## config.mk

```make
export PLATFORM = sky130hd
export DESIGN_NAME = axi_st_h2h_mlane_patchkr_flat
export DESIGN_NICKNAME = d
export VERILOG_FILES = /design/src/rtl/axi_st_h2h_mlane_patchkr_pkg.sv /design/src/rtl/axi_st_h2h_mlane_patchkr_if.sv /design/src/rtl/axi_st_h2h_mlane_patchkr_fifo.sv /design/src/rtl/axi_st_h2h_mlane_patchkr.sv /design/src/flat_wrapper.sv
export SDC_FILE = /design/constraint.sdc
export NUM_CORES = 2
export LEC_CHECK = 0
export BUFFER_PORTS_ARGS = -buffer_cell sky130_fd_sc_hd__clkbuf_2
export CORE_MARGIN = 4
export CORE_UTILIZATION = 41
export CTS_CLUSTER_DIAMETER = 40
export DETAILED_ROUTE_END_ITERATION = 10
export HOLD_SLACK_MARGIN = 0.02
export SYNTH_ARGS = -nofsm -noshare
export SYNTH_HDL_FRONTEND = slang
export SYNTH_SLANG_ARGS = --single-unit
export TNS_END_PERCENT = 50
```

## constraint.sdc

```tcl
create_clock -name i_clk -period 29.3 [get_ports i_clk]
set_input_delay 2.93 -clock i_clk [delete_from_list [all_inputs] [get_ports i_clk]]
set_output_delay 2.93 -clock i_clk [all_outputs]
set_load 0.01 [all_outputs]
```

## src/rtl/axi_st_h2h_mlane_patchkr_pkg.sv

```systemverilog
// Shared types and bit positions for the multi-lane AXIST pattern checker.
package axi_st_h2h_chk_pkg;

  typedef enum logic [1:0] {
    IDLE = 2'd0,
    RUN  = 2'd1,
    DONE = 2'd2
  } chk_state_e;

  localparam int STS_DONE_BIT = 0;
  localparam int STS_PASS_BIT = 1;
  localparam int FLG_OVF      = 0;
  localparam int FLG_TMO      = 1;

endpackage

```

## src/rtl/axi_st_h2h_mlane_patchkr_if.sv

```systemverilog
// Checker bus: CSR controls, expected-data push side, received AXIST stream and results.
interface axi_st_h2h_mlane_patchkr_if #(
  parameter int AXI_CHNL_NUM = 4,
  parameter int CNT_WIDTH    = 9,
  parameter int TMO_WIDTH    = 16
);
  localparam int DW = 64 * AXI_CHNL_NUM;

  logic                    chk_en;
  logic [CNT_WIDTH-1:0]    chk_cnt;
  logic [AXI_CHNL_NUM-1:0] lane_mask;
  logic [TMO_WIDTH-1:0]    tmo_limit;
  logic [DW-1:0]           exp_din;
  logic                    exp_wr;
  logic                    exp_fifo_full;
  logic [DW-1:0]           axist_tdata;
  logic                    axist_tvalid;
  logic                    axist_tready;
  logic [1:0]              chk_status;
  logic [CNT_WIDTH-1:0]    beat_cnt;
  logic [CNT_WIDTH-1:0]    err_cnt;
  logic                    first_err_vld;
  logic [CNT_WIDTH-1:0]    first_err_idx;
  logic [AXI_CHNL_NUM-1:0] first_err_lane;
  logic [DW-1:0]           first_err_data;
  logic [1:0]              flags;

  modport master (
    output chk_en, chk_cnt, lane_mask, tmo_limit, exp_din, exp_wr, axist_tdata, axist_tvalid,
    input  exp_fifo_full, axist_tready, chk_status, beat_cnt, err_cnt, first_err_vld,
           first_err_idx, first_err_lane, first_err_data, flags
  );

  modport slave (
    input  chk_en, chk_cnt, lane_mask, tmo_limit, exp_din, exp_wr, axist_tdata, axist_tvalid,
    output exp_fifo_full, axist_tready, chk_status, beat_cnt, err_cnt, first_err_vld,
           first_err_idx, first_err_lane, first_err_data, flags
  );

endinterface

```

## src/rtl/axi_st_h2h_mlane_patchkr_fifo.sv

```systemverilog
// Single-clock expected-data FIFO with synchronous clear and registered full/empty.
// A push into a full FIFO is accepted when a pop happens in the same cycle.
module axi_st_h2h_sync_fifo #(
  parameter int WIDTH = 64,
  parameter int DEPTH = 16
) (
  input  logic             i_clk,
  input  logic             i_rst_n,
  input  logic             i_clr,
  input  logic             i_wr,
  input  logic [WIDTH-1:0] i_din,
  input  logic             i_rd,
  output logic [WIDTH-1:0] o_dout,
  output logic             o_full,
  output logic             o_empty,
  output logic             o_ovf
);
  localparam int AW = $clog2(DEPTH);

  logic [WIDTH-1:0] r_mem [DEPTH];
  logic [AW-1:0]    r_wr_ptr, r_rd_ptr;
  logic [AW:0]      r_count, w_count_next;
  logic             r_full, r_empty;
  logic             w_push, w_pop;

  assign w_pop  = i_rd & ~r_empty & ~i_clr;
  assign w_push = i_wr & (~r_full | w_pop) & ~i_clr;
  assign o_ovf  = i_wr & r_full & ~w_pop & ~i_clr;

  always_comb begin
    w_count_next = r_count;
    if (w_push & ~w_pop)
      w_count_next = r_count + 1'b1;
    else if (w_pop & ~w_push)
      w_count_next = r_count - 1'b1;
  end

  always_ff @(posedge i_clk or negedge i_rst_n) begin
    if (!i_rst_n) begin
      r_wr_ptr <= '0;
      r_rd_ptr <= '0;
      r_count  <= '0;
      r_full   <= 1'b0;
      r_empty  <= 1'b1;
    end else if (i_clr) begin
      r_wr_ptr <= '0;
      r_rd_ptr <= '0;
      r_count  <= '0;
      r_full   <= 1'b0;
      r_empty  <= 1'b1;
    end else begin
      if (w_push) r_wr_ptr <= r_wr_ptr + 1'b1;
      if (w_pop)  r_rd_ptr <= r_rd_ptr + 1'b1;
      r_count <= w_count_next;
      r_full  <= (w_count_next == (AW+1)'(DEPTH));
      r_empty <= (w_count_next == '0);
    end
  end

  // Storage carries no reset so it maps onto distributed RAM.
  always_ff @(posedge i_clk) begin
    if (w_push) r_mem[r_wr_ptr] <= i_din;
  end

  assign o_dout  = r_mem[r_rd_ptr];
  assign o_full  = r_full;
  assign o_empty = r_empty;

endmodule

```

## src/rtl/axi_st_h2h_mlane_patchkr.sv

```systemverilog
// Multi-lane AXIST pattern checker: compares received beats against buffered expected beats
// lane by lane and reports counts, first-error capture, timeout and pass/fail status.
module axi_st_h2h_mlane_patchkr
  import axi_st_h2h_chk_pkg::*;
#(
  parameter int AXI_CHNL_NUM   = 4,
  parameter int EXP_FIFO_DEPTH = 16,
  parameter int CNT_WIDTH      = 9,
  parameter int TMO_WIDTH      = 16
) (
  input  logic                      i_clk,
  input  logic                      i_rst_n,
  axi_st_h2h_mlane_patchkr_if.slave bus
);
  localparam int DW = 64 * AXI_CHNL_NUM;

  chk_state_e              r_state, w_state_next;
  logic                    r_chk_en_d;
  logic [CNT_WIDTH-1:0]    r_cnt_lat, r_beat_cnt, r_err_cnt, r_first_idx;
  logic [AXI_CHNL_NUM-1:0] r_first_lane;
  logic [DW-1:0]           r_first_data;
  logic                    r_first_vld;
  logic [1:0]              r_flags, r_sts;
  logic [TMO_WIDTH-1:0]    r_tmo;

  logic                    w_start, w_run, w_tready, w_accept, w_bad_beat;
  logic                    w_complete, w_timeout, w_pass;
  logic                    w_fifo_empty, w_fifo_full, w_fifo_ovf;
  logic [DW-1:0]           w_exp;
  logic [AXI_CHNL_NUM-1:0] w_mism;
  logic [CNT_WIDTH-1:0]    w_beat_inc;
  logic [TMO_WIDTH-1:0]    w_tmo_inc;

  axi_st_h2h_sync_fifo #(.WIDTH(DW), .DEPTH(EXP_FIFO_DEPTH)) u_exp_fifo (
    .i_clk   (i_clk),
    .i_rst_n (i_rst_n),
    .i_clr   (~bus.chk_en),
    .i_wr    (bus.exp_wr),
    .i_din   (bus.exp_din),
    .i_rd    (w_accept),
    .o_dout  (w_exp),
    .o_full  (w_fifo_full),
    .o_empty (w_fifo_empty),
    .o_ovf   (w_fifo_ovf)
  );

  generate
    for (genvar gi = 0; gi < AXI_CHNL_NUM; gi++) begin : g_lane
      assign w_mism[gi] = bus.lane_mask[gi] & (bus.axist_tdata[64*gi +: 64] != w_exp[64*gi +: 64]);
    end
  endgenerate

  assign w_start    = bus.chk_en & ~r_chk_en_d;
  assign w_run      = (r_state == RUN) & bus.chk_en;
  assign w_accept   = w_tready & bus.axist_tvalid;
  assign w_bad_beat = w_accept & (|w_mism);
  assign w_beat_inc = r_beat_cnt + 1'b1;
  assign w_tmo_inc  = r_tmo + 1'b1;
  // A zero latched count completes on the first RUN cycle since beat_cnt already matches.
  assign w_complete = w_run & (w_accept ? (w_beat_inc == r_cnt_lat) : (r_beat_cnt == r_cnt_lat));
  assign w_timeout  = w_run & ~w_accept & ~w_complete & (bus.tmo_limit != '0) &
                      (w_tmo_inc == bus.tmo_limit);
  assign w_pass     = (r_err_cnt == '0) & ~w_bad_beat & ~r_flags[FLG_OVF] & ~w_fifo_ovf & ~w_timeout;

  always_ff @(posedge i_clk or negedge i_rst_n) begin
    if (!i_rst_n) r_state <= IDLE;
    else          r_state <= w_state_next;
  end

  always_comb begin
    w_state_next = r_state;
    unique case (r_state)
      IDLE:    if (w_start) w_state_next = RUN;
      RUN:     if (!bus.chk_en) w_state_next = IDLE;
               else if (w_complete | w_timeout) w_state_next = DONE;
      DONE:    if (!bus.chk_en) w_state_next = IDLE;
      default: w_state_next = IDLE;
    endcase
  end

  always_comb begin
    w_tready = 1'b0;
    if (r_state == RUN)
      w_tready = bus.chk_en & ~w_fifo_empty & (r_beat_cnt != r_cnt_lat);
  end

  always_ff @(posedge i_clk or negedge i_rst_n) begin
    if (!i_rst_n) begin
      r_chk_en_d   <= 1'b0;
      r_cnt_lat    <= '0;
      r_beat_cnt   <= '0;
      r_err_cnt    <= '0;
      r_first_vld  <= 1'b0;
      r_first_idx  <= '0;
      r_first_lane <= '0;
      r_first_data <= '0;
      r_flags      <= '0;
      r_sts        <= '0;
      r_tmo        <= '0;
    end else begin
      r_chk_en_d <= bus.chk_en;
      if (r_state == IDLE && w_start) begin
        r_cnt_lat    <= bus.chk_cnt;
        r_beat_cnt   <= '0;
        r_err_cnt    <= '0;
        r_first_vld  <= 1'b0;
        r_first_idx  <= '0;
        r_first_lane <= '0;
        r_first_data <= '0;
        r_flags      <= '0;
        r_sts        <= '0;
        r_tmo        <= '0;
      end else if (w_run) begin
        if (w_accept) begin
          r_beat_cnt <= w_beat_inc;
          r_tmo      <= '0;
        end else begin
          r_tmo <= w_tmo_inc;
        end
        if (w_bad_beat) begin
          if (r_err_cnt != '1) r_err_cnt <= r_err_cnt + 1'b1;
          if (!r_first_vld) begin
            r_first_vld  <= 1'b1;
            r_first_idx  <= r_beat_cnt;
            r_first_lane <= w_mism;
            r_first_data <= bus.axist_tdata;
          end
        end
        if (w_fifo_ovf) r_flags[FLG_OVF] <= 1'b1;
        if (w_timeout)  r_flags[FLG_TMO] <= 1'b1;
        if (w_complete | w_timeout) begin
          r_sts[STS_DONE_BIT] <= 1'b1;
          r_sts[STS_PASS_BIT] <= w_pass;
        end
      end
    end
  end

  assign bus.exp_fifo_full  = w_fifo_full;
  assign bus.axist_tready   = w_tready;
  assign bus.chk_status     = r_sts;
  assign bus.beat_cnt       = r_beat_cnt;
  assign bus.err_cnt        = r_err_cnt;
  assign bus.first_err_vld  = r_first_vld;
  assign bus.first_err_idx  = r_first_idx;
  assign bus.first_err_lane = r_first_lane;
  assign bus.first_err_data = r_first_data;
  assign bus.flags          = r_flags;

endmodule
```

## src/flat_wrapper.sv

```systemverilog
// flat-port wrapper written by rule: the top's interface ports become plain ports
module axi_st_h2h_mlane_patchkr_flat import axi_st_h2h_chk_pkg::*;
#(
  parameter int AXI_CHNL_NUM   = 4,
  parameter int EXP_FIFO_DEPTH = 16,
  parameter int CNT_WIDTH      = 9,
  parameter int TMO_WIDTH      = 16
)
  (i_clk, i_rst_n, bus_chk_en, bus_chk_cnt, bus_lane_mask, bus_tmo_limit, bus_exp_din, bus_exp_wr, bus_axist_tdata, bus_axist_tvalid, bus_exp_fifo_full, bus_axist_tready, bus_chk_status, bus_beat_cnt, bus_err_cnt, bus_first_err_vld, bus_first_err_idx, bus_first_err_lane, bus_first_err_data, bus_flags);
  axi_st_h2h_mlane_patchkr_if #(.AXI_CHNL_NUM(AXI_CHNL_NUM), .CNT_WIDTH(CNT_WIDTH), .TMO_WIDTH(TMO_WIDTH)) bus_i ();
  input  logic i_clk;
  input  logic i_rst_n;
  input wire logic [$bits(bus_i.chk_en)-1:0] bus_chk_en;
  input wire logic [$bits(bus_i.chk_cnt)-1:0] bus_chk_cnt;
  input wire logic [$bits(bus_i.lane_mask)-1:0] bus_lane_mask;
  input wire logic [$bits(bus_i.tmo_limit)-1:0] bus_tmo_limit;
  input wire logic [$bits(bus_i.exp_din)-1:0] bus_exp_din;
  input wire logic [$bits(bus_i.exp_wr)-1:0] bus_exp_wr;
  input wire logic [$bits(bus_i.axist_tdata)-1:0] bus_axist_tdata;
  input wire logic [$bits(bus_i.axist_tvalid)-1:0] bus_axist_tvalid;
  output wire logic [$bits(bus_i.exp_fifo_full)-1:0] bus_exp_fifo_full;
  output wire logic [$bits(bus_i.axist_tready)-1:0] bus_axist_tready;
  output wire logic [$bits(bus_i.chk_status)-1:0] bus_chk_status;
  output wire logic [$bits(bus_i.beat_cnt)-1:0] bus_beat_cnt;
  output wire logic [$bits(bus_i.err_cnt)-1:0] bus_err_cnt;
  output wire logic [$bits(bus_i.first_err_vld)-1:0] bus_first_err_vld;
  output wire logic [$bits(bus_i.first_err_idx)-1:0] bus_first_err_idx;
  output wire logic [$bits(bus_i.first_err_lane)-1:0] bus_first_err_lane;
  output wire logic [$bits(bus_i.first_err_data)-1:0] bus_first_err_data;
  output wire logic [$bits(bus_i.flags)-1:0] bus_flags;
  assign bus_i.chk_en = bus_chk_en;
  assign bus_i.chk_cnt = bus_chk_cnt;
  assign bus_i.lane_mask = bus_lane_mask;
  assign bus_i.tmo_limit = bus_tmo_limit;
  assign bus_i.exp_din = bus_exp_din;
  assign bus_i.exp_wr = bus_exp_wr;
  assign bus_i.axist_tdata = bus_axist_tdata;
  assign bus_i.axist_tvalid = bus_axist_tvalid;
  assign bus_exp_fifo_full = bus_i.exp_fifo_full;
  assign bus_axist_tready = bus_i.axist_tready;
  assign bus_chk_status = bus_i.chk_status;
  assign bus_beat_cnt = bus_i.beat_cnt;
  assign bus_err_cnt = bus_i.err_cnt;
  assign bus_first_err_vld = bus_i.first_err_vld;
  assign bus_first_err_idx = bus_i.first_err_idx;
  assign bus_first_err_lane = bus_i.first_err_lane;
  assign bus_first_err_data = bus_i.first_err_data;
  assign bus_flags = bus_i.flags;
  axi_st_h2h_mlane_patchkr #(.AXI_CHNL_NUM(AXI_CHNL_NUM), .EXP_FIFO_DEPTH(EXP_FIFO_DEPTH), .CNT_WIDTH(CNT_WIDTH), .TMO_WIDTH(TMO_WIDTH)) u_core (.i_clk(i_clk), .i_rst_n(i_rst_n), .bus(bus_i));
endmodule
```

==> results_dict.tcl <==
set metrics [dict create \
    holdPathEnd "u_core.bus.chk_status[0]" \
    syn_area_sq_um 175000 \
    synthFlopType "edfxtp_1" \
    hp-class "reg -> reg" \
    h-tree-depth 6 \
    hold_viol_final 0 \
    worstReg2RegStart "u_core.u_exp_fifo.r_rd_ptr[1]" \
    post_cts_buffers 0 \
    syn_to_final_growth_pct 17.4 \
    grt_max_degree 132 \
    tritoncts "yes" \
    syn_area_per_cell_sq_um 20.1 \
    routed_wirelength_um 516000 \
    tns_ns 0 \
    fin_crit_ns 12.01 \
    relSlewSlack_pct 18.2 \
    die_x_um 661 \
    critPathLaunchType "flop" \
    final_nets 10400 \
    critPathArrivalTime_ns 12.90 \
    drv_cap 0 \
    cts_buffer_depth 4 \
    die_h_um 661 \
    finalPower_mw 14.7 \
    holdPathStages 1 \
    ys_ff_latch 4431 \
    worstHoldStart "u_core.bus.chk_status[0]" \
    boundaryPins 840 \
    r2r-end "u_core.bus.first_err_data[157]" \
    rrSetupSlack_ns 17.29 \
    fin_worst_skew_ns 0.0715 \
    power_density_nw_per_um2 71.7 \
    dr.pass1.iters 5 \
    initial_core_util_pct 41.2 \
    clock_latency_ns 1.04 \
    antenna_found_initial 165 \
    synth_top_cell_area_share_pct 70.5 \
    stdcell_count 16100 \
    cts_resized 0 \
    vias 91500 \
    synth_top_area_cell "edfxtp_1" \
    cts_root_buffer "clkbuf_16" \
    required_ns 30.18 \
    synth_common_cells "edfxtp_1 (4096), mux4_2 (835), mux2i_1 (734), nand2_1 (501), xnor2_1 (336)" \
    layout-drive-gt1-share_pct 28.7 \
    cts-buffers-inserted 579 \
    track_usage_pct 23.3 \
    vias_per_cell 5.70 \
    clkTransAtPathRegs_ns 0.06 \
    max_freq_mhz 83.2 \
    cts_sinks 4431 \
    cts_hold_buffers 0 \
    leakage_nw 69.4 \
    yosysWarnings 0 \
    pre_cts_slack_ns 17.11 \
    post_drt_wl_per_cell_um 32.1 \
    seq_area_frac_synth_pct 75.3 \
    dp_hpwl_um 301000 \
    grt_pass1_wl_um 721000 \
    tightest_slew_ns 1.23 \
    status "finished clean" \
    finalWorstSetupSlack_ns 17.29 \
    synth-edff-count 4096 \
    ys_types 78 \
    ff2ff_path_depth 20 \
    drtIter0Drc 10500 \
    route.detailed.drc 0 \
    fp.coreArea_sq_um 424000 \
    maxSlewViolCount 0 \
    crit_path_end_kind "flop" \
    syn_nets 9245 \
    synth_most_common_cell "edfxtp_1" \
    rsz0062_at_grt "no" \
    ant_nets 0 \
    worstSetupPathType "reg -> reg" \
    grt_overflow 0 \
    vdd_drop_max_mv 0.0548 \
    synthTopCellsByArea "edfxtp_1 (70%), mux4_2 (11%), dfrtp_1 (4.8%), mux2i_1 (4.2%), xnor2_1 (1.7%)" \
    dp_cells 14900 \
    syn_inst 8687 \
    die_area_sq_um 436000 \
    setup_viol 0 \
    startpoint "u_core.u_exp_fifo.r_rd_ptr[1]" \
    fill_cells 35000 \
    cp_max_fo 89 \
    synthArstFlopShare_pct 7.56 \
    io_buffer_count 839 \
    rows 239 \
    grt_pass1_vias 93700 \
    period_share_pct 41.0 \
    whs_ns 0.491 \
    gp_congestion 0.818 \
]
## metal layers
layer  track usage (%)  up-vias  wire (um)
met5                 0        -        543
met4              9.22       78      19900
met3              4.93      923      40800
met2              37.8     3973     251000
met1              30.7    48800     203000
li1                  -    37700          -
## final cells by class
class	instances	area (sq um)	share of cell area [%]
clock buffers	669	15300	7.45
flip-flops and latches	4431	131000	64.1
repair buffers	1015	5930	2.89
well taps	5663	7090	3.46
multi-input cells	3534	39500	19.3
inverters	278	1060	0.516
clock inverters	393	4530	2.21
diodes	73	183	0.0891
## critical path, stage by stage (launching register included)
cell       delay (ns)
dfrtp_4          0.90
buf_4            0.66
buf_12           0.44
buf_4            0.81
buf_4            0.75
buf_4            0.82
buf_4            0.69
mux4_2           0.41
a22oi_1          0.24
nand2_1          0.11
xnor2_1          0.23
o2111ai_1        0.38
nor4_1           0.94
nand4_1          0.19
o41a_1           0.45
nor4_4           0.60
buf_4            0.31
nand2b_4         0.50
buf_4            0.68
buf_4            0.85
mux2i_1          0.29
## how the worst max path moves through the flow
stage,end,slack [ns]
2_1_floorplan,u_core.u_exp_fifo.r_mem[3][0],6.33
3_3_place_gp,u_core.bus.first_err_data[136],17.24
3_5_place_dp,u_core.bus.first_err_data[157],17.11
4_1_cts,u_core.bus.first_err_data[157],17.06
5_1_grt,u_core.bus.first_err_data[157],16.93
6_report,u_core.bus.first_err_data[157],17.29
## cells by family (layout without fill, tap and decap cells)
family	count (synthesis)	in the layout	synth area share (%)
other	0	73	0
muxes	1682	1682	15.7
adders and majority gates	12	12	0.0860
DFF	4431	4431	75.3
and+or+nand+nor	818	818	2.08
buffers and inverters	722	2355	2.25
AOI/OAI and AO/OA	664	664	2.82
xor gates and xnor gates	358	358	1.80
## sequential cells by signal, summed over array words and instances (netlist names)
name	flops
u_core.bus.beat_cnt	9
u_core.bus.chk_status	2
u_core.bus.err_cnt	9
u_core.bus.first_err_data	256
u_core.bus.first_err_idx	9
u_core.bus.first_err_lane	4
u_core.bus.first_err_vld	1
u_core.bus.flags	2
u_core.r_chk_en_d	1
u_core.r_cnt_lat	9
u_core.r_state	2
u_core.r_tmo	16
u_core.u_exp_fifo.o_empty	1
u_core.u_exp_fifo.o_full	1
u_core.u_exp_fifo.r_count	5
u_core.u_exp_fifo.r_mem	4096
u_core.u_exp_fifo.r_rd_ptr	4
u_core.u_exp_fifo.r_wr_ptr	4
## power by group
part	total, mW	internal, mW	switching, mW
clock network	7.16	4.35	2.82
logic	0.513	0.172	0.341
registers	7.02	6.99	0.0298
## metrics by stage
step | area [sq um] | util (%)
final | 205000 | 48.3
after global routing | 205000 | 48.3
after CTS | 205000 | 48.3
after detailed placement | 185000 | 43.6
after global placement | 185000 | 43.6
after floorplan | 175000 | -
## cell usage in the layout, fill, tap and decap left out, types with 45 or more instances in the layout
master and count:
clkinvlp_4 56, a21oi_1 61, mux2i_1 734, clkinv_1 66, buf_4 144, a22oi_1 164
clkbuf_2 838, diode_2 73, clkinv_2 68, clkinv_4 45, a22o_1 47, dfrtp_1 330
xnor2_1 336, bufinv_16 61, o21ai_0 65, mux4_2 835, mux2_2 113, nor2_1 65
o22ai_1 67, clkbuf_16 598, edfxtp_1 4096, clkbuf_1 66, inv_1 274, nand2_1 500
inv_6 49, a221oi_1 113
Note: power is estimated with default switching activity, not from simulation.
